File: config.mk
export PLATFORM = sky130hd
export DESIGN_NAME = rv32i_instr_encoder_flat
export DESIGN_NICKNAME = d
export VERILOG_FILES = /design/src/rtl/rv32i_instr_encoder_pkg.sv /design/src/rtl/rv32i_instr_encoder_if.sv /design/src/rtl/rv32i_instr_encoder_word.sv /design/src/rtl/rv32i_instr_encoder.sv /design/src/flat_wrapper.sv
export SDC_FILE = /design/constraint.sdc
export NUM_CORES = 1
export LEC_CHECK = 0
export BUFFER_PORTS_ARGS = -buffer_cell sky130_fd_sc_hd__buf_2
export CAP_MARGIN = 0
export CORE_ASPECT_RATIO = 1.5
export CORE_UTILIZATION = 65
export CTS_BUF_LIST = sky130_fd_sc_hd__clkbuf_16
export DETAILED_ROUTE_END_ITERATION = 12
export HOLD_SLACK_MARGIN = 0.02
export PLACE_DENSITY = 0.88
export SYNTH_ARGS = -nofsm -noshare
export SYNTH_HDL_FRONTEND = slang
export SYNTH_SLANG_ARGS = --single-unit
File: constraint.sdc
create_clock -name clk -period 19.9 [get_ports clk]
set_clock_uncertainty 0.2 [all_clocks]
set_input_delay 3.98 -clock clk [delete_from_list [all_inputs] [get_ports clk]]
set_output_delay 3.98 -clock clk [all_outputs]
set_load 0.02 [all_outputs]
File: src/rtl/rv32i_instr_encoder_pkg.sv
// Shared operation codes, RV32I opcode/funct constants and helpers for the
// streaming instruction encoder.
package rv32_enc_pkg;

  typedef enum logic [5:0] {
    OP_LUI, OP_AUIPC, OP_JAL, OP_JALR,
    OP_BEQ, OP_BNE, OP_BLT, OP_BGE, OP_BLTU, OP_BGEU,
    OP_LB, OP_LH, OP_LW, OP_LBU, OP_LHU,
    OP_SB, OP_SH, OP_SW,
    OP_ADDI, OP_SLTI, OP_SLTIU, OP_XORI, OP_ORI, OP_ANDI,
    OP_SLLI, OP_SRLI, OP_SRAI,
    OP_ADD, OP_SUB, OP_SLL, OP_SLT, OP_SLTU, OP_XOR, OP_SRL, OP_SRA, OP_OR, OP_AND,
    OP_FENCE, OP_FENCE_TSO, OP_PAUSE, OP_ECALL, OP_EBREAK,
    OP_LI, OP_CALL
  } enc_op_e;

  typedef enum logic [3:0] {
    FMT_R, FMT_I, FMT_S, FMT_B, FMT_U, FMT_J, FMT_SH, FMT_FENCE, FMT_FIXED, FMT_BAD
  } enc_fmt_e;

  typedef enum logic {ST_IDLE, ST_SECOND} enc_state_e;

  localparam logic [6:0] OPC_LUI      = 7'h37;
  localparam logic [6:0] OPC_AUIPC    = 7'h17;
  localparam logic [6:0] OPC_JAL      = 7'h6F;
  localparam logic [6:0] OPC_JALR     = 7'h67;
  localparam logic [6:0] OPC_BRANCH   = 7'h63;
  localparam logic [6:0] OPC_LOAD     = 7'h03;
  localparam logic [6:0] OPC_STORE    = 7'h23;
  localparam logic [6:0] OPC_OP_IMM   = 7'h13;
  localparam logic [6:0] OPC_OP       = 7'h33;
  localparam logic [6:0] OPC_MISC_MEM = 7'h0F;
  localparam logic [6:0] OPC_SYSTEM   = 7'h73;

  localparam logic [2:0] F3_BEQ  = 3'd0;
  localparam logic [2:0] F3_BNE  = 3'd1;
  localparam logic [2:0] F3_BLT  = 3'd4;
  localparam logic [2:0] F3_BGE  = 3'd5;
  localparam logic [2:0] F3_BLTU = 3'd6;
  localparam logic [2:0] F3_BGEU = 3'd7;
  localparam logic [2:0] F3_B    = 3'd0;
  localparam logic [2:0] F3_H    = 3'd1;
  localparam logic [2:0] F3_W    = 3'd2;
  localparam logic [2:0] F3_BU   = 3'd4;
  localparam logic [2:0] F3_HU   = 3'd5;
  localparam logic [2:0] F3_ADD  = 3'd0;
  localparam logic [2:0] F3_SLL  = 3'd1;
  localparam logic [2:0] F3_SLT  = 3'd2;
  localparam logic [2:0] F3_SLTU = 3'd3;
  localparam logic [2:0] F3_XOR  = 3'd4;
  localparam logic [2:0] F3_SR   = 3'd5;
  localparam logic [2:0] F3_OR   = 3'd6;
  localparam logic [2:0] F3_AND  = 3'd7;
  localparam logic [2:0] F3_JALR = 3'd0;
  localparam logic [2:0] F3_FENCE = 3'd0;

  localparam logic [6:0] F7_BASE = 7'h00;
  localparam logic [6:0] F7_ALT  = 7'h20;

  localparam logic [31:0] WORD_FENCE_TSO = 32'h8330_000F;
  localparam logic [31:0] WORD_PAUSE     = 32'h0100_000F;
  localparam logic [31:0] WORD_ECALL     = 32'h0000_0073;
  localparam logic [31:0] WORD_EBREAK    = 32'h0010_0073;

  // True when v is representable as a 12-bit signed immediate.
  function automatic logic fits12(input logic [31:0] v);
    return (v[31:11] == '0) || (v[31:11] == '1);
  endfunction

endpackage

File: src/rtl/rv32i_instr_encoder_if.sv
// Request and emitted-word stream between the sequence generator, the encoder
// and the instruction memory write port.
interface rv32i_instr_encoder_if;
  logic        in_valid;
  logic        in_ready;
  logic [5:0]  in_op;
  logic [4:0]  in_rd;
  logic [4:0]  in_rs1;
  logic [4:0]  in_rs2;
  logic [31:0] in_imm;
  logic        out_valid;
  logic        out_ready;
  logic [31:0] out_instr;
  logic        out_last;
  logic        out_err;

  modport master (
    output in_valid, in_op, in_rd, in_rs1, in_rs2, in_imm, out_ready,
    input  in_ready, out_valid, out_instr, out_last, out_err
  );

  modport slave (
    input  in_valid, in_op, in_rd, in_rs1, in_rs2, in_imm, out_ready,
    output in_ready, out_valid, out_instr, out_last, out_err
  );
endinterface

File: src/rtl/rv32i_instr_encoder_word.sv
// Combinational packer for one RV32I word: selects the format from the
// operation, range-checks the immediate and builds the machine word.
module rv32i_enc_word
  import rv32_enc_pkg::*;
(
  input  logic [5:0]  op,
  input  logic [4:0]  rd,
  input  logic [4:0]  rs1,
  input  logic [4:0]  rs2,
  input  logic [31:0] imm,
  output logic [31:0] word,
  output logic        err
);

  enc_fmt_e    fmt;
  logic [6:0]  opc;
  logic [2:0]  f3;
  logic [6:0]  f7;
  logic [31:0] fixed_word;

  always_comb begin
    fmt        = FMT_BAD;
    opc        = '0;
    f3         = '0;
    f7         = F7_BASE;
    fixed_word = '0;
    case (op)
      OP_LUI:       begin fmt = FMT_U; opc = OPC_LUI;   end
      OP_AUIPC:     begin fmt = FMT_U; opc = OPC_AUIPC; end
      OP_JAL:       begin fmt = FMT_J; opc = OPC_JAL;   end
      OP_JALR:      begin fmt = FMT_I; opc = OPC_JALR; f3 = F3_JALR; end
      OP_BEQ:       begin fmt = FMT_B; opc = OPC_BRANCH; f3 = F3_BEQ;  end
      OP_BNE:       begin fmt = FMT_B; opc = OPC_BRANCH; f3 = F3_BNE;  end
      OP_BLT:       begin fmt = FMT_B; opc = OPC_BRANCH; f3 = F3_BLT;  end
      OP_BGE:       begin fmt = FMT_B; opc = OPC_BRANCH; f3 = F3_BGE;  end
      OP_BLTU:      begin fmt = FMT_B; opc = OPC_BRANCH; f3 = F3_BLTU; end
      OP_BGEU:      begin fmt = FMT_B; opc = OPC_BRANCH; f3 = F3_BGEU; end
      OP_LB:        begin fmt = FMT_I; opc = OPC_LOAD; f3 = F3_B;  end
      OP_LH:        begin fmt = FMT_I; opc = OPC_LOAD; f3 = F3_H;  end
      OP_LW:        begin fmt = FMT_I; opc = OPC_LOAD; f3 = F3_W;  end
      OP_LBU:       begin fmt = FMT_I; opc = OPC_LOAD; f3 = F3_BU; end
      OP_LHU:       begin fmt = FMT_I; opc = OPC_LOAD; f3 = F3_HU; end
      OP_SB:        begin fmt = FMT_S; opc = OPC_STORE; f3 = F3_B; end
      OP_SH:        begin fmt = FMT_S; opc = OPC_STORE; f3 = F3_H; end
      OP_SW:        begin fmt = FMT_S; opc = OPC_STORE; f3 = F3_W; end
      OP_ADDI:      begin fmt = FMT_I; opc = OPC_OP_IMM; f3 = F3_ADD;  end
      OP_SLTI:      begin fmt = FMT_I; opc = OPC_OP_IMM; f3 = F3_SLT;  end
      OP_SLTIU:     begin fmt = FMT_I; opc = OPC_OP_IMM; f3 = F3_SLTU; end
      OP_XORI:      begin fmt = FMT_I; opc = OPC_OP_IMM; f3 = F3_XOR;  end
      OP_ORI:       begin fmt = FMT_I; opc = OPC_OP_IMM; f3 = F3_OR;   end
      OP_ANDI:      begin fmt = FMT_I; opc = OPC_OP_IMM; f3 = F3_AND;  end
      OP_SLLI:      begin fmt = FMT_SH; opc = OPC_OP_IMM; f3 = F3_SLL; end
      OP_SRLI:      begin fmt = FMT_SH; opc = OPC_OP_IMM; f3 = F3_SR;  end
      OP_SRAI:      begin fmt = FMT_SH; opc = OPC_OP_IMM; f3 = F3_SR; f7 = F7_ALT; end
      OP_ADD:       begin fmt = FMT_R; opc = OPC_OP; f3 = F3_ADD;  end
      OP_SUB:       begin fmt = FMT_R; opc = OPC_OP; f3 = F3_ADD; f7 = F7_ALT; end
      OP_SLL:       begin fmt = FMT_R; opc = OPC_OP; f3 = F3_SLL;  end
      OP_SLT:       begin fmt = FMT_R; opc = OPC_OP; f3 = F3_SLT;  end
      OP_SLTU:      begin fmt = FMT_R; opc = OPC_OP; f3 = F3_SLTU; end
      OP_XOR:       begin fmt = FMT_R; opc = OPC_OP; f3 = F3_XOR;  end
      OP_SRL:       begin fmt = FMT_R; opc = OPC_OP; f3 = F3_SR;   end
      OP_SRA:       begin fmt = FMT_R; opc = OPC_OP; f3 = F3_SR; f7 = F7_ALT; end
      OP_OR:        begin fmt = FMT_R; opc = OPC_OP; f3 = F3_OR;   end
      OP_AND:       begin fmt = FMT_R; opc = OPC_OP; f3 = F3_AND;  end
      OP_FENCE:     begin fmt = FMT_FENCE; opc = OPC_MISC_MEM; f3 = F3_FENCE; end
      OP_FENCE_TSO: begin fmt = FMT_FIXED; fixed_word = WORD_FENCE_TSO; end
      OP_PAUSE:     begin fmt = FMT_FIXED; fixed_word = WORD_PAUSE;     end
      OP_ECALL:     begin fmt = FMT_FIXED; fixed_word = WORD_ECALL;     end
      OP_EBREAK:    begin fmt = FMT_FIXED; fixed_word = WORD_EBREAK;    end
      default:      fmt = FMT_BAD;
    endcase
  end

  // Any range violation forces the all-zero error word.
  always_comb begin
    word = '0;
    err  = 1'b0;
    case (fmt)
      FMT_R: word = {f7, rs2, rs1, f3, rd, opc};
      FMT_I: begin
        err  = !fits12(imm);
        word = {imm[11:0], rs1, f3, rd, opc};
      end
      FMT_S: begin
        err  = !fits12(imm);
        word = {imm[11:5], rs2, rs1, f3, imm[4:0], opc};
      end
      FMT_B: begin
        err  = !((imm[31:12] == '0) || (imm[31:12] == '1)) || imm[0];
        word = {imm[12], imm[10:5], rs2, rs1, f3, imm[4:1], imm[11], opc};
      end
      FMT_U: begin
        err  = (imm[11:0] != '0);
        word = {imm[31:12], rd, opc};
      end
      FMT_J: begin
        err  = !((imm[31:20] == '0) || (imm[31:20] == '1)) || imm[0];
        word = {imm[20], imm[10:1], imm[11], imm[19:12], rd, opc};
      end
      FMT_SH: begin
        err  = (imm[31:5] != '0);
        word = {f7, imm[4:0], rs1, f3, rd, opc};
      end
      FMT_FENCE: word = {4'b0000, imm[7:4], imm[3:0], 5'd0, f3, 5'd0, opc};
      FMT_FIXED: word = fixed_word;
      default:   err = 1'b1;
    endcase
    if (err) begin
      word = '0;
    end
  end

endmodule

File: src/rtl/rv32i_instr_encoder.sv
// Streaming RV32I encoder: one request in, one or two words out through a
// single-stage output register; LI and CALL expand to two words.
module rv32i_instr_encoder
  import rv32_enc_pkg::*;
(
  input  logic                  clk,
  input  logic                  rst_n,
  rv32i_instr_encoder_if.slave  bus,
  output logic [15:0]           words_emitted
);

  enc_state_e  state_q, state_d;
  logic [5:0]  req_op_q, req_op_d;
  logic [4:0]  req_rd_q, req_rd_d;
  logic [31:0] req_imm_q, req_imm_d;
  logic        out_valid_q, out_valid_d;
  logic [31:0] out_instr_q, out_instr_d;
  logic        out_last_q, out_last_d;
  logic        out_err_q, out_err_d;
  logic [15:0] words_q, words_d;

  logic        load;
  logic        accept;
  logic        two_word;
  logic [5:0]  src_op;
  logic [4:0]  src_rd;
  logic [31:0] src_imm;
  logic [31:0] hi_part;
  logic [31:0] lo_part;
  logic [5:0]  enc_op;
  logic [4:0]  enc_rd;
  logic [4:0]  enc_rs1;
  logic [4:0]  enc_rs2;
  logic [31:0] enc_imm;
  logic [31:0] enc_word;
  logic        enc_err;

  assign load     = !out_valid_q || bus.out_ready;
  assign accept   = bus.in_valid && bus.in_ready;
  assign two_word = ((bus.in_op == OP_LI) && !fits12(bus.in_imm)) || (bus.in_op == OP_CALL);

  assign bus.in_ready  = (state_q == ST_IDLE) && load;
  assign bus.out_valid = out_valid_q;
  assign bus.out_instr = out_instr_q;
  assign bus.out_last  = out_last_q;
  assign bus.out_err   = out_err_q;
  assign words_emitted = words_q;

  // hi is rounded so that the sign-extended lo part added back gives imm.
  always_comb begin
    src_op  = (state_q == ST_SECOND) ? req_op_q  : bus.in_op;
    src_rd  = (state_q == ST_SECOND) ? req_rd_q  : bus.in_rd;
    src_imm = (state_q == ST_SECOND) ? req_imm_q : bus.in_imm;
    hi_part = (src_imm + 32'h0000_0800) & 32'hFFFF_F000;
    lo_part = src_imm - hi_part;
    enc_op  = src_op;
    enc_rd  = src_rd;
    enc_rs1 = bus.in_rs1;
    enc_rs2 = bus.in_rs2;
    enc_imm = src_imm;
    if (src_op == OP_LI) begin
      if (state_q == ST_SECOND) begin
        enc_op = OP_ADDI; enc_rs1 = src_rd; enc_imm = lo_part;
      end else if (fits12(src_imm)) begin
        enc_op = OP_ADDI; enc_rs1 = 5'd0;
      end else begin
        enc_op = OP_LUI; enc_imm = hi_part;
      end
    end else if (src_op == OP_CALL) begin
      enc_rd = 5'd1;
      if (state_q == ST_SECOND) begin
        enc_op = OP_JALR; enc_rs1 = 5'd1; enc_imm = lo_part;
      end else begin
        enc_op = OP_AUIPC; enc_imm = hi_part;
      end
    end
  end

  rv32i_enc_word u_word (
    .op   (enc_op),
    .rd   (enc_rd),
    .rs1  (enc_rs1),
    .rs2  (enc_rs2),
    .imm  (enc_imm),
    .word (enc_word),
    .err  (enc_err)
  );

  always_comb begin
    state_d     = state_q;
    req_op_d    = req_op_q;
    req_rd_d    = req_rd_q;
    req_imm_d   = req_imm_q;
    out_valid_d = out_valid_q;
    out_instr_d = out_instr_q;
    out_last_d  = out_last_q;
    out_err_d   = out_err_q;
    words_d     = words_q;
    if (out_valid_q && bus.out_ready) begin
      words_d = words_q + 16'd1;
    end
    case (state_q)
      ST_IDLE: begin
        if (accept) begin
          out_valid_d = 1'b1;
          out_instr_d = enc_word;
          out_last_d  = !two_word;
          out_err_d   = enc_err;
          if (two_word) begin
            state_d   = ST_SECOND;
            req_op_d  = bus.in_op;
            req_rd_d  = bus.in_rd;
            req_imm_d = bus.in_imm;
          end
        end else if (load) begin
          out_valid_d = 1'b0;
        end
      end
      ST_SECOND: begin
        if (load) begin
          out_valid_d = 1'b1;
          out_instr_d = enc_word;
          out_last_d  = 1'b1;
          out_err_d   = enc_err;
          state_d     = ST_IDLE;
        end
      end
      default: state_d = ST_IDLE;
    endcase
  end

  always_ff @(posedge clk or negedge rst_n) begin
    if (!rst_n) begin
      state_q     <= ST_IDLE;
      req_op_q    <= '0;
      req_rd_q    <= '0;
      req_imm_q   <= '0;
      out_valid_q <= 1'b0;
      out_instr_q <= '0;
      out_last_q  <= 1'b0;
      out_err_q   <= 1'b0;
      words_q     <= '0;
    end else begin
      state_q     <= state_d;
      req_op_q    <= req_op_d;
      req_rd_q    <= req_rd_d;
      req_imm_q   <= req_imm_d;
      out_valid_q <= out_valid_d;
      out_instr_q <= out_instr_d;
      out_last_q  <= out_last_d;
      out_err_q   <= out_err_d;
      words_q     <= words_d;
    end
  end

endmodule

File: src/flat_wrapper.sv
// flat-port wrapper written by rule: the top's interface ports become plain ports
module rv32i_instr_encoder_flat import rv32_enc_pkg::*;
  (clk, rst_n, words_emitted, bus_in_valid, bus_in_op, bus_in_rd, bus_in_rs1, bus_in_rs2, bus_in_imm, bus_out_ready, bus_in_ready, bus_out_valid, bus_out_instr, bus_out_last, bus_out_err);
  rv32i_instr_encoder_if bus_i ();
  input  logic clk;
  input  logic rst_n;
  output logic [15:0] words_emitted;
  input wire logic [$bits(bus_i.in_valid)-1:0] bus_in_valid;
  input wire logic [$bits(bus_i.in_op)-1:0] bus_in_op;
  input wire logic [$bits(bus_i.in_rd)-1:0] bus_in_rd;
  input wire logic [$bits(bus_i.in_rs1)-1:0] bus_in_rs1;
  input wire logic [$bits(bus_i.in_rs2)-1:0] bus_in_rs2;
  input wire logic [$bits(bus_i.in_imm)-1:0] bus_in_imm;
  input wire logic [$bits(bus_i.out_ready)-1:0] bus_out_ready;
  output wire logic [$bits(bus_i.in_ready)-1:0] bus_in_ready;
  output wire logic [$bits(bus_i.out_valid)-1:0] bus_out_valid;
  output wire logic [$bits(bus_i.out_instr)-1:0] bus_out_instr;
  output wire logic [$bits(bus_i.out_last)-1:0] bus_out_last;
  output wire logic [$bits(bus_i.out_err)-1:0] bus_out_err;
  assign bus_i.in_valid = bus_in_valid;
  assign bus_i.in_op = bus_in_op;
  assign bus_i.in_rd = bus_in_rd;
  assign bus_i.in_rs1 = bus_in_rs1;
  assign bus_i.in_rs2 = bus_in_rs2;
  assign bus_i.in_imm = bus_in_imm;
  assign bus_i.out_ready = bus_out_ready;
  assign bus_in_ready = bus_i.in_ready;
  assign bus_out_valid = bus_i.out_valid;
  assign bus_out_instr = bus_i.out_instr;
  assign bus_out_last = bus_i.out_last;
  assign bus_out_err = bus_i.out_err;
  rv32i_instr_encoder u_core (.clk(clk), .rst_n(rst_n), .bus(bus_i), .words_emitted(words_emitted));
endmodule
* Yosys cells after proc, flatten, opt, wreduce, memory -nomap -nowiden
Index checks and enable logic that the tools add are counted.
** Operators by class
- Add/sub/neg operators :: 3
- Eq/ne operators :: 61
- Mux-type cells :: 44
- Bitwise operators :: 1
- Reduce and logical (&&, ||, !) cells :: 50
** Operator list (count)
- $mux W32 :: 9
- $pmux W32 S9 :: 1
- $pmux W32 S4 :: 1
- $eq A6 B5 Y1 const B :: 16
- $eq A6 B6 Y1 const B :: 14
- $pmux W7 S10 :: 1
- $pmux W32 S2 :: 1
- $eq A21 B21 Y1 const B :: 3
- $logic_not A21 Y1 :: 3
- $eq A6 B4 Y1 const B :: 8
- $mux W5 :: 9
- $pmux W4 S9 :: 1
- $add A32 B12 Y32 const B :: 1
- $sub A32 B32 Y32 :: 1
- $mux W6 :: 5
- $reduce_bool A27 Y1 :: 1
- $eq A6 B3 Y1 const B :: 4
- $pmux W3 S7 :: 1
- $eq A20 B20 Y1 const B :: 1
- $logic_not A20 Y1 :: 1
- $reduce_or A3 Y1 :: 6
- $add A16 B1 Y16 const B :: 1
- $eq A4 B3 Y1 const B :: 4
- $eq A12 B12 Y1 const B :: 1
- 29 further kinds :: 65
** Storage, ports and cells
- Register bits after elaboration :: 95
- Bits of input ports :: 57
- Output and inout port bits :: 52
- Logic and storage cells :: 168

* Depth between registers and ports, before layout
Gate-level depths: netlist (run 1).
- Word-level depth :: 15
- Depth in mapped cells :: 32
- Gate-level depth less buffers :: 20

* Hierarchy
Synthesis (run 1) repeated with hierarchy kept, for this count alone.
** Second synthesis, totals
- Cells, all modules :: 981
- Area, all modules :: 8459.4 µm²
** By module, submodules not included
- rv32i_instr_encoder :: times used 1, cells an instance 725, area each 6902.9 µm², seq. area each 2377.3 µm²
- rv32i_enc_word :: times used 1, cells an instance 256, area each 1556.5 µm², seq. area each 0.0 µm²

* Least setup slack after synthesis (run 1)
No wires, ideal clock.
- Kind :: input-to-reg
- Start point :: input bus_in_imm[11]
- End point :: register u_core.out_instr_q[12], in the netlist u_core.bus.out_instr[12]
- Setup time :: 0.104 ns
- Data arrival time :: 8.371 ns
- Required time :: 19.596 ns
- Slack :: 11.225 ns
- Stages on the path :: 22
- Path buffers :: 2
- Path through :: inv_1 -> o21ai_0 -> ha_1 -> nand4b_1 -> and2_4 -> inv_1 -> nand4_1 -> inv_1 -> ha_1 -> clkbuf_1 -> xnor2_1 -> nor4_1 -> a31oi_1 -> o22ai_1 -> or3_1 -> o21ai_0 -> o21ai_0 -> a2111o_1 -> nor4_4 -> o31ai_4 -> buf_4 -> o41ai_2
** Between the ends
- Word-level cells in the longest chain between the ends :: 15
- Elaborated cells between the ends (all ways) :: 105
- Classes of those cells :: add/sub: 2; eq/ne: 53; mux: 17; reduce/logical: 33
** Ends and longest elaborated chain
- start: declaration :: RTL line flat_wrapper.sv:13 : input wire logic [$bits(bus_i.in_imm)-1:0] bus_in_imm;
- $mux W32 (*) :: RTL line rv32i_instr_encoder.sv:53 : src_imm = (state_q == ST_SECOND) ? req_imm_q : bus.in_imm;
- branches (longest 11 deep; another with $add A32 B12 Y32)
- $mux W32 (*) :: RTL line rv32i_instr_encoder_word.sv:108 : if (err) begin
- $mux W32 (on tied branches) :: RTL line rv32i_instr_encoder.sv:120, rv32i_instr_encoder.sv:104
- $pmux W32 S2 (*) :: RTL line rv32i_instr_encoder.sv:102 : case (state_q)
- end signal: assignment :: RTL line rv32i_instr_encoder.sv:149 : out_instr_q <= out_instr_d;
- end: declaration :: RTL line rv32i_instr_encoder.sv:17 : logic [31:0] out_instr_q, out_instr_d;
Every way passes the cells marked *. The select of a mux whose other input is x is not followed.
A chain may end at the register's enable or synchronous reset.

* Final worst setup path (run 1)
- Start point :: input bus_in_imm[11]
- End point :: register u_core.out_instr_q[18], in the netlist u_core.bus.out_instr[18]
The elaborated chain is that of the path after synthesis.

==> out/metrics.yaml, run 1 <==
grt_pass1_vias: 9929
cts_resized: 0
slew_violations: 0
rows: 53
seq_area_frac_synth_pct: 25.4
critPathKind: "input port to flip-flop"
avgViaCountPerCell: 7.52
slew_headroom_pct: 21.6
tns_ns: 0
insertion_delay_ns: 0.36
tritoncts: "built"
post_cts_buffers: 0
async_reset_ff_share_pct: 100
synth_top_area_share_pct: 25.4
antenna_found_initial: 1
synth_area_leaders: "dfrtp_1, mux2_2, nand2_1, xnor2_1, o41ai_2"
critPathBufInv: 2
cts_sinks: 94
post-route-period-util_pct: 49.2
dr.pass1.iters: 6
synth_cell_types: 102
setup_ws_ns: 10.11
clkTransAtPathRegs_ns: 0.07
synth.cell_area_um2: 9260
fillers: 1094
syn_avg_cell_area_um2: 8.52
ys_warn_count: 0
worstPathArrival_ns: 9.83
grt_overflow: 0
setup_viol: 0
cap_violations: 0
final_nets: 1238
crit_family: "compound AO/OA/AOI/OAI gates"
synth.largest_area_cell: "dfrtp_1"
end_kind: "flip-flop"
diodes: 0
rsz0062_at_grt: "false"
whs_ns: 0.275
synth_ff_type: "dfrtp_1"
crit_fanout: 28
drtIter0Drc: 1124
grt_max_degree: 72
die_h_um: 148
grt_use_total_pct: 52.2
cts_inserted_buffers: 9
timing.fmax_ghz: 0.102
wl_per_cell_um: 27.5
drive_above_1_share_pct: 22.7
start_util_pct: 66.2
slowest_delay_ns: 0.61
wirelength_um: 37300
hpwl_um: 27400
stdcell_count: 1357
grt_pass1_wl_um: 57600
num_vias: 10200
cts_hold_buf: 0
io_buffers: 108
p_leak_nw: 4.40
io_pins: 109
die_w_um: 99.5
remaining_drc_errors: 0
cts_root_buffer: "clkbuf_16"
hp-class: "flip-flop to flip-flop"
finalHoldViolCount: 0
place_ws_ns: 9.94
cp_data_required_time_ns: 19.94
cts_buffer_depth: 2
crit_chain: "buf_2, inv_1, o21ai_0, ha_1, nand4_1, and2_4, nor2_1, ha_1, xnor2_1, nor4_1, a32oi_1, nand3_2, a2111oi_0, a311o_1, nand4_1, nor4b_1, and4b_1, a31oi_4, o41ai_2"
synth_nets: 1165
area_growth_pct: 9.54
p_per_area_nw_per_um2: 63.8
syn-instance-count: 1087
ff_latch_area_um2: 2360
tightest_slew_ns: 1.17
dp.cells: 1341
synth_edf_count: 0
outcome: "finished clean"
detail-route-antenna-nets: 0
cp-start-kind: "input port"
core_area_um2: 14000
period_needed_ns: 9.79
gp_congestion: 1.20
dieArea_um2: 14700
ir_worst_vdd_uv: 60.6
slowest_stage: "xnor2_1"
ys_seq_elements: 94
h-tree-depth: 3
multi_input_area_um2: 6480
## through the flow
step / cell area (µm²) / power, W / utilization (%)
2_1_floorplan: 9260 / 0.000383 / -
3_3_place_gp: 9840 / 0.000448 / 70.3
3_5_place_dp: 9840 / 0.000454 / 70.3
4_1_cts: 10100 / 0.000635 / 72.5
5_1_grt: 10100 / 0.000667 / 72.5
6_report: 10100 / 0.000647 / 72.5
## kinds of logic (layout without fill, tap and decap cells)
group	count (synthesis)	after routing	share of synthesized area, %
and+or+nand+nor	433	433	24.9
adders and majority gates	21	21	2.84
DFF	94	94	25.4
AOI/OAI and AO/OA	321	321	28.0
buffers and inverters	92	170	4.82
muxes	76	76	9.24
xor gates and xnor gates	50	50	4.81
## cells in the mapped netlist, types with 5 or more instances
master and count:
mux2i_1 19, a22oi_1 23, a22o_1 9, a21o_1 10, inv_1 30, o2111ai_1 5
nor4_1 20, or4_1 11, nand2b_1 10, nand3_2 5, buf_6 6, o41ai_2 19
o41ai_1 8, nor3_1 31, or3_1 14, nor2b_1 8, buf_2 14, xor2_1 13
xnor2_1 36, mux2i_2 8, nand4b_1 9, o31ai_1 12, a21oi_1 48, and2_1 13
a31oi_1 16, dfrtp_1 94, nor2_1 69, and3_1 19, o22a_1 12, o21ai_0 44
ha_1 21, nand2_1 130, buf_4 6, clkbuf_1 30, a211o_1 7, nand4_1 25
mux2_2 48, o221ai_1 8, o22ai_1 10, o211ai_1 5, nand3_1 34, a211oi_1 10
## cells in the final DEF (no fill, tap or decap), types with 13 or more instances in the layout
cell	count
dfrtp_1	93
nand2_1	130
nand4_1	25
mux2_2	48
xor2_1	13
nor3_1	31
o21ai_0	44
o41ai_2	19
mux2i_1	19
a21oi_1	47
nor4_1	18
ha_1	21
and3_1	19
a22oi_1	23
xnor2_1	36
inv_1	30
nand3_1	34
or3_1	14
buf_4	13
and2_1	13
a31oi_1	16
buf_2	107
nor2_1	69
## flip-flops by register name (all words and copies together), names as in the netlist, 5 cells and up
signal / flops
u_core.bus.out_instr: 31
u_core.req_op_q: 6
u_core.req_imm_q: 32
u_core.words_emitted: 16
u_core.req_rd_q: 5
## routing by layer
metal	wire length, µm	up-vias	track usage [%]
met2	17300	780	82.8
met3	4270	295	21.0
li1	-	4341	-
met4	4000	2	45.4
met1	11700	4782	52.5
met5	32	-	5.24
## final cells by class
class,count,area share (%)
Clock inverter,7,0.789
Inverter,34,1.26
Sequential cell,94,23.2
Multi-Input combinational cell,901,63.9
Tap cell,192,2.37
Clock buffer,9,2.22
Timing Repair Buffer,120,6.24
## tightest hold or removal path: stages, from the launching register on
cell	delay (ns)
dfrtp_1	0.34
nand2_1	0.05
o31ai_1	0.05
## final timing paths
check                                                     from                                   end  slack, ns  cells past startpoint
max                                             bus_in_imm[11]  u_core.bus.out_instr[18]$_DFFE_PN0P_      10.11                     19
min                        u_core.bus.out_instr[4]$_DFFE_PN0P_   u_core.bus.out_instr[4]$_DFFE_PN0P_       0.27                      2
max reg2reg                           u_core.state_q$_DFF_PN0_  u_core.bus.out_instr[18]$_DFFE_PN0P_      12.36                     19
min reg2reg                u_core.bus.out_instr[4]$_DFFE_PN0P_   u_core.bus.out_instr[4]$_DFFE_PN0P_       0.27                      2
max in group asynchronous                                rst_n              u_core.state_q$_DFF_PN0_      14.98                      2
min in group asynchronous                                rst_n      u_core.req_imm_q[23]$_DFFE_PN0P_       3.31                      1
## power breakdown
group | internal, W | switching [W] | total (W)
logic | 0.0000748 | 0.000133 | 0.000208
registers | 0.000219 | 0.0000355 | 0.000254
clock network | 0.0000994 | 0.0000855 | 0.000185
Note: power is estimated with default switching activity, not from simulation.
==> run 2: changes to the inputs <==
--- a/config.mk
+++ b/config.mk
@@ -5,14 +5,15 @@
 export SDC_FILE = /design/constraint.sdc
 export NUM_CORES = 1
 export LEC_CHECK = 0
+export ABC_AREA = 1
 export BUFFER_PORTS_ARGS = -buffer_cell sky130_fd_sc_hd__buf_2
 export CAP_MARGIN = 0
 export CORE_ASPECT_RATIO = 1.5
-export CORE_UTILIZATION = 65
+export CORE_UTILIZATION = 61
 export CTS_BUF_LIST = sky130_fd_sc_hd__clkbuf_16
 export DETAILED_ROUTE_END_ITERATION = 12
 export HOLD_SLACK_MARGIN = 0.02
-export PLACE_DENSITY = 0.88
+export PLACE_DENSITY = 0.82
 export SYNTH_ARGS = -nofsm -noshare
 export SYNTH_HDL_FRONTEND = slang
 export SYNTH_SLANG_ARGS = --single-unit
==> constraint.sdc (replaced) <==
create_clock -name clk -period 9.95 [get_ports clk]
set_clock_uncertainty 0.2 [all_clocks]
set_input_delay 1.99 -clock clk [delete_from_list [all_inputs] [get_ports clk]]
set_output_delay 1.99 -clock clk [all_outputs]
set_load 0.02 [all_outputs]
==> run 2 against run 1 <==
  * Worst hold slack better by 0.0013 ns
  * Synthesized cell count up 40%
  * Non-clock buffer count down 6
  * Combinational power up 110%
  * Core utilization down 4.0 points
  * Global-route usage down 12 points
  * Register-to-register slack worse by 9.1 ns
  * Sequential share of layout area down 1.4 points
  * Die area up 14%
  * Power up 97%
  * First-iteration DRC count down 2.0%
  * Largest cell class unchanged
  * Largest power group unchanged
==> out/metrics.yaml, run 2 <==
worstPathArrival_ns: 6.93  # was 9.83 ns
largest_reg_flops: 32  # unchanged
crit_end: "u_core.bus.out_instr[2]$_DFFE_PN0P_"  # was u_core.bus.out_instr[18]$_DFFE_PN0P_
diodes: 0  # unchanged
grt_pass1_wl_um: 52000  # was 57600 µm
antenna_found_initial: 0  # was 1
syn-instance-count: 1525  # was 1087
post-route-period-util_pct: 69.1
wirelength_um: 32800  # was 37300 µm
remaining_drc_errors: 0  # unchanged
synth_edf_count: 0  # unchanged
cts_root_buffer: "clkbuf_16"  # unchanged
die_w_um: 106  # was 99.5 µm
post_cts_buffers: 0  # unchanged
async_reset_ff_share_pct: 100  # unchanged
tightest_slew_ns: 0.881  # was 1.17 ns
slew_violations: 0  # unchanged
rows: 56  # was 53
r2r-start: "u_core.state_q$_DFF_PN0_"  # unchanged
timing.fmax_ghz: 0.145
crit_top_cell: "nand2_1"
drtIter0Drc: 1101  # was 1124
io_buffers: 108  # unchanged
seq_area_frac_synth_pct: 23.6  # was 25.4%
setup_viol: 0  # unchanged
syn_avg_cell_area_um2: 6.53  # was 8.52 µm²
gp_congestion: 1.05  # was 1.20
p_per_area_nw_per_um2: 118  # was 63.8 nW/µm²
ir_worst_vdd_uv: 145  # was 60.6 µV
cts_resized: 0  # unchanged
insertion_delay_ns: 0.36  # about the same
synth_cell_types: 66  # was 102
cts_sinks: 94  # unchanged
r2r_slack_ns: 3.29  # was 12.36 ns
cp-start-kind: "input port"  # unchanged
hpwl_um: 26100  # was 27400 µm
synth.largest_area_cell: "dfrtp_1"  # unchanged
slowest_stage: "nand4_4"  # was xnor2_1
tritoncts: "built"  # unchanged
period_needed_ns: 6.88
final_cell_mix: "nand2_1, inv_1, nor2_1, buf_2, dfrtp_1"  # was nand2_1, buf_2, dfrtp_1, nor2_1, mux2_2
utilization_pct: 68.5  # was 72.5%
layout_commonest_cell: "nand2_1"  # unchanged
grt_pass1_vias: 10400  # was 9929
cts_hold_buf: 0  # unchanged
die_h_um: 158  # was 148 µm
synth_nets: 1603  # was 1165
area_growth_pct: 8.50  # was 9.54%
wl_per_cell_um: 18.0  # was 27.5 µm
cp_data_required_time_ns: 10.00  # was 19.94 ns
ys_seq_elements: 94  # unchanged
synth_ff_type: "dfrtp_1"  # unchanged
slew_headroom_pct: 40.8  # was 21.6%
slowest_delay_ns: 0.65  # was 0.61 ns
p_total_w: 0.00127  # was 0.000647 W
synth.cell_area_um2: 9960  # was 9260 µm²
hp-class: "flip-flop to flip-flop"  # unchanged
h-tree-depth: 3  # unchanged
outcome: "finished clean"  # unchanged
grt_overflow: 0  # unchanged
reg2reg_depth: 31  # was 19
dieArea_um2: 16800  # was 14700 µm²
largest-register: "u_core.req_imm_q"  # unchanged
finalHoldViolCount: 0  # unchanged
avgViaCountPerCell: 5.84  # was 7.52
critPathBufInv: 2  # unchanged
dr.pass1.iters: 6  # unchanged
drive_above_1_share_pct: 20.9  # was 22.7%
fillers: 1434  # was 1094
crit_family: "simple AND/OR/NAND/NOR gates"  # was compound AO/OA/AOI/OAI gates
cts_buffer_depth: 2  # unchanged
crit_start: "bus_in_imm[12]"  # was bus_in_imm[11]
cap_violations: 0  # unchanged
detail-route-antenna-nets: 0  # unchanged
grt_max_degree: 76  # was 72
synth_most_common_cell: "nand2_1"  # unchanged
cts_inserted_buffers: 9  # unchanged
num_vias: 10600  # was 10200
cp_num_cells: 31  # was 19
ys_warn_count: 0  # unchanged
rsz0062_at_grt: "false"  # unchanged
synth_area_leaders: "dfrtp_1, nand2_1, inv_1, nor2_1, nand3_1"  # was dfrtp_1, mux2_2, nand2_1, xnor2_1, o41ai_2
io_pins: 109  # unchanged
grt_use_total_pct: 40.1  # was 52.2%
clkTransAtPathRegs_ns: 0.08  # was 0.07 ns
crit_fanout: 32  # was 28
critPathKind: "input port to flip-flop"  # unchanged
final_nets: 1689  # was 1238
start_util_pct: 63.2  # was 66.2%
synth_top_area_share_pct: 23.6  # was 25.4%
core_area_um2: 15800  # was 14000 µm²
tns_ns: 0  # unchanged
p_leak_nw: 5.67  # was 4.40 nW
end_kind: "flip-flop"  # unchanged
synth_common_cells: "nand2_1, inv_1, nor2_1"  # was nand2_1, dfrtp_1, nor2_1
r2r_end: "u_core.bus.out_instr[2]$_DFFE_PN0P_"  # was u_core.bus.out_instr[18]$_DFFE_PN0P_
-- run 2: changes by cell type in the layout (fill, tap and decap cells not counted), sizes merged, moves of 25 or more --
cell | before | now
inv | 37 | 255
o21ai | 49 | 88
o41ai | 27 | 0
mux2 | 49 | 0
o21bai | 2 | 34
nor2 | 69 | 209
nand2 | 130 | 450
nand3 | 39 | 101
mux2i | 27 | 0
xnor2 | 36 | 11
-- run 2: final cells by class --
| type | instances | area, µm² | share of cell area (%) |
|---|---|---|---|
| tap | 203 | 254 | 2.35 |
| timing repair buffer | 114 | 588 | 5.44 |
| sequential | 94 | 2350 | 21.8 |
| multi-input combinational | 1132 | 6320 | 58.5 |
| clock inverter | 7 | 75.1 | 0.695 |
| clock buffer | 9 | 225 | 2.09 |
| inverter | 260 | 986 | 9.13 |
-- run 2: where the power goes --
part           leakage (nW)  internal, W  switching, W
Combinational          4.30     0.000140      0.000287
Clock                 0.145     0.000179      0.000182
Sequential             1.22     0.000441     0.0000453
Total                  5.67     0.000760      0.000514
-- run 2: cell families (layout without fill, tap and decap cells) --
family	after synthesis	in the layout	synth area share (%)
simple gates	850	850	41.1
buf+inv	299	390	12.9
compound gates	230	230	16.6
flops	94	94	23.6
xor+xnor	31	31	3.10
fa+ha+maj	21	21	2.64
-- run 2: worst min path at each step --
stage | startpoint | end | slack [ns] | cells past startpoint
global route | u_core.words_emitted[15]$_DFFE_PN0P_ | u_core.words_emitted[15]$_DFFE_PN0P_ | 0.30 | 1
detailed placement | u_core.words_emitted[15]$_DFFE_PN0P_ | u_core.words_emitted[15]$_DFFE_PN0P_ | 0.26 | 1
finish | u_core.words_emitted[15]$_DFFE_PN0P_ | u_core.words_emitted[15]$_DFFE_PN0P_ | 0.28 | 1
CTS | u_core.words_emitted[15]$_DFFE_PN0P_ | u_core.words_emitted[15]$_DFFE_PN0P_ | 0.27 | 1
global placement | u_core.req_op_q[3]$_DFFE_PN0P_ | u_core.req_op_q[3]$_DFFE_PN0P_ | 0.23 | 2
floorplan | u_core.req_op_q[3]$_DFFE_PN0P_ | u_core.req_op_q[3]$_DFFE_PN0P_ | 0.22 | 2
-- run 2: worst reg2reg max path, delay by kind of cell (launching register included) --
| family | cells | cell delay (ns) |
|---|---|---|
| fa+ha+maj | 2 | 0.59 |
| flops | 1 | 0.83 |
| xor+xnor | 1 | 0.35 |
| compound gates | 1 | 0.38 |
| buf+inv | 2 | 0.72 |
| simple gates | 25 | 3.52 |
-- run 2: per-stage QoR --
step | setup WS (ns) | hold slack [ns] | cell area (µm²) | std cells
after global placement | 2.77 | 0.235 | 10500 | 1803
after floorplan | 4.38 | 0.223 | 9960 | 1525
after global routing | 2.68 | 0.302 | 10800 | 1819
final | 3.07 | 0.276 | 10800 | 1819
after detailed placement | 2.73 | 0.256 | 10500 | 1803
after CTS | 3.08 | 0.274 | 10800 | 1819
-- run 2: metal layers --
metal / up-vias / share of wire (%) / wire [µm] / track usage (%)
li1: 5074 / - / - / -
met1: 4855 / 36 / 11900 / 42.4
met2: 525 / 49 / 16000 / 70.3
met3: 177 / 6.1 / 2000 / 6.06
met4: 0 / 8.6 / 2810 / 33.3
met5: - / 0 / 0 / 0
==> run 3: changes to the inputs <==
==> constraint.sdc (replaced) <==
create_clock -name clk -period 6.9 [get_ports clk]
set_clock_uncertainty 0.2 [all_clocks]
set_input_delay 1.38 -clock clk [delete_from_list [all_inputs] [get_ports clk]]
set_output_delay 1.38 -clock clk [all_outputs]
set_load 0.02 [all_outputs]
==> run 3 against run 2 <==
  * Wire length increased by 7.0%
  * Global-route usage increased by 2.9 points
  * Sequential share of layout area decreased by 0.15 points
  * Final cell count increased by 0.44%
  * Critical endpoint is now u_core.bus.out_instr[28]$_DFFE_PN0P_
  * Largest power group unchanged
  * Highest routed layer unchanged
==> out/metrics.yaml, run 3 (synthesis results as in run 2) <==
worstPathArrival_ns: 6.36  # was 6.93 ns
grt_pass1_wl_um: 55000  # was 52000 µm
p_per_area_nw_per_um2: 169  # was 118 nW/µm²
fillers: 1417  # was 1434
cp-start-kind: "input port"  # unchanged
remaining_drc_errors: 0  # unchanged
io_buffers: 108  # unchanged
crit_start: "bus_in_imm[12]"  # unchanged
slew_violations: 0  # unchanged
ir_worst_vdd_uv: 206  # was 145 µV
antenna_found_initial: 0  # unchanged
period_needed_ns: 6.29
dr.pass1.iters: 5  # was 6
tns_ns: 0  # unchanged
wl_per_cell_um: 19.2  # was 18.0 µm
min_from: "u_core.req_op_q[3]$_DFFE_PN0P_"  # was u_core.words_emitted[15]$_DFFE_PN0P_
pwr-share-seq_pct: 38.0  # was 38.2%
cts_buffer_depth: 2  # unchanged
rows: 56  # unchanged
area_growth_pct: 9.26  # was 8.50%
rsz0062_at_grt: "false"  # unchanged
final_cell_mix: "nand2_1, inv_1, nor2_1, buf_2, dfrtp_1"  # unchanged
tritoncts: "built"  # unchanged
hpwl_um: 27100  # was 26100 µm
slowest_stage: "nor4_1"  # was nand4_4
critPathKind: "input port to flip-flop"  # unchanged
diodes: 0  # unchanged
die_h_um: 158  # unchanged
tightest_slew_ns: 0.954  # was 0.881 ns
core_area_um2: 15800  # unchanged
slowest_delay_ns: 0.47  # was 0.65 ns
num_vias: 10800  # was 10600
finalHoldViolCount: 0  # unchanged
detail-route-antenna-nets: 0  # unchanged
p_leak_nw: 5.71  # was 5.67 nW
end_kind: "flip-flop"  # unchanged
avgViaCountPerCell: 5.93  # was 5.84
stdcell_count: 1827  # was 1819
p_int_w: 0.00110  # was 0.000760 W
setup_viol: 0  # unchanged
place_ws_ns: 0.430  # was 2.73 ns
post_dp_cell_area_um2: 10600  # was 10500 µm²
clkTransAtPathRegs_ns: 0.08  # about the same
cp_data_required_time_ns: 6.97  # was 10.00 ns
timing.fmax_ghz: 0.159
layout_commonest_cell: "nand2_1"  # unchanged
fin_area_um2: 10900  # was 10800 µm²
p_clk_share_pct: 27.8  # was 28.3%
critPathBufInv: 3  # was 2
cap_violations: 0  # unchanged
dp.cells: 1811  # was 1803
cts_inserted_buffers: 9  # unchanged
grt_use_total_pct: 43.0  # was 40.1%
cts_sinks: 94  # unchanged
cts_hold_buf: 0  # unchanged
final_nets: 1697  # was 1689
cts_root_buffer: "clkbuf_16"  # unchanged
setup_ws_ns: 0.611  # was 3.07 ns
post-route-period-util_pct: 91.1
hp-class: "flip-flop to flip-flop"  # unchanged
dieArea_um2: 16800  # unchanged
pwr-share-comb_pct: 34.2  # was 33.5%
whs_ns: 0.266  # was 0.276 ns
insertion_delay_ns: 0.36  # about the same
largest-register: "u_core.req_imm_q"  # unchanged
r2r-start: "u_core.state_q$_DFF_PN0_"  # unchanged
p_switching_w: 0.000744  # was 0.000514 W
io_pins: 109  # unchanged
grt_overflow: 0  # unchanged
drtIter0Drc: 1118  # was 1101
start_util_pct: 63.2  # unchanged
crit_family: "simple AND/OR/NAND/NOR gates"  # unchanged
crit_top_cell: "nand2_1"  # unchanged
grt_pass1_vias: 10500  # was 10400
h-tree-depth: 3  # unchanged
largest_reg_flops: 32  # unchanged
outcome: "finished clean"  # unchanged
grt_max_degree: 49  # was 76
cts_resized: 0  # unchanged
slew_headroom_pct: 35.8  # was 40.8%
wirelength_um: 35000  # was 32800 µm
crit_fanout: 18  # was 32
die_w_um: 106  # unchanged
gp_congestion: 1.08  # was 1.05
switching_share_pct: 40.4  # about the same
post_cts_buffers: 0  # unchanged
drive_above_1_share_pct: 21.2  # was 20.9%
## run 3: changes by cell type in the layout (fill, tap and decap cells not counted)
cell and delta:
clkinv_4 -1, buf_12 +1, inv_8 -1, clkinv_8 +1, buf_4 +7, clkinvlp_4 +1
## run 3: metal layers
metal | part of all wire, % | vias to the layer above | wire, µm | global-route usage [%]
met3 | 7.4 | 188 | 2600 | 7.12
met1 | 35 | 4959 | 12200 | 45.2
met5 | 0 | - | 0 | 0
met2 | 49 | 608 | 17100 | 75.5
li1 | - | 5077 | - | -
met4 | 8.9 | 0 | 3110 | 35.1
## run 3: worst reg2reg max path, cell delays in order (launching register included)
cell	delay [ns]
dfrtp_2	0.47
inv_2	0.52
nand2_1	0.13
nand2_1	0.23
ha_1	0.31
nand2_1	0.16
nor2_4	0.19
nand4_1	0.21
nor4_1	0.47
ha_1	0.36
xor2_1	0.35
inv_1	0.11
nand3_1	0.13
a21oi_1	0.07
nor2_2	0.10
nand3_1	0.07
nand3_1	0.16
nand2_1	0.10
nand3_1	0.20
nand2_1	0.08
nor2_1	0.26
nand2_1	0.10
nand2_1	0.08
nor2_1	0.05
nor2_2	0.12
nand4_4	0.39
buf_12	0.33
o21bai_2	0.15
## run 3: worst paths after layout
path / to / slack, ns / depth (start not counted)
max: u_core.bus.out_instr[28]$_DFFE_PN0P_ / 0.61 / 27
min: u_core.req_op_q[3]$_DFFE_PN0P_ / 0.27 / 2
max reg2reg: u_core.bus.out_instr[28]$_DFFE_PN0P_ / 0.72 / 27
min reg2reg: u_core.req_op_q[3]$_DFFE_PN0P_ / 0.27 / 2
max in group asynchronous: u_core.state_q$_DFF_PN0_ / 4.64 / 2
min in group asynchronous: u_core.words_emitted[6]$_DFFE_PN0P_ / 0.80 / 1
## run 3: per-stage QoR
| step | utilization [%] | total power [W] |
|---|---|---|
| detailed placement | 67.1 | 0.00132 |
| CTS | 69.0 | 0.00183 |
| finish | 69.0 | 0.00184 |
| global route | 69.0 | 0.00193 |
| global placement | 67.1 | 0.00130 |
| floorplan | - | 0.00113 |
## run 3: layout make-up
type	count	area, µm²	area share [%]
clock inverter	7	78.8	0.725
tap	203	254	2.33
multi-input combinational	1132	6320	58.1
sequential	94	2350	21.6
clock buffer	9	225	2.07
timing repair buffer	122	661	6.07
inverter	260	986	9.06
## run 3: power groups by stage
stage	clock network (W)	logic (W)	registers [W]
final	0.000512	0.000630	0.000700
after floorplan	0	0.000383	0.000748
after global placement	0	0.000601	0.000703
after detailed placement	0	0.000615	0.000707
after CTS	0.000512	0.000620	0.000698
after global routing	0.000532	0.000684	0.000710
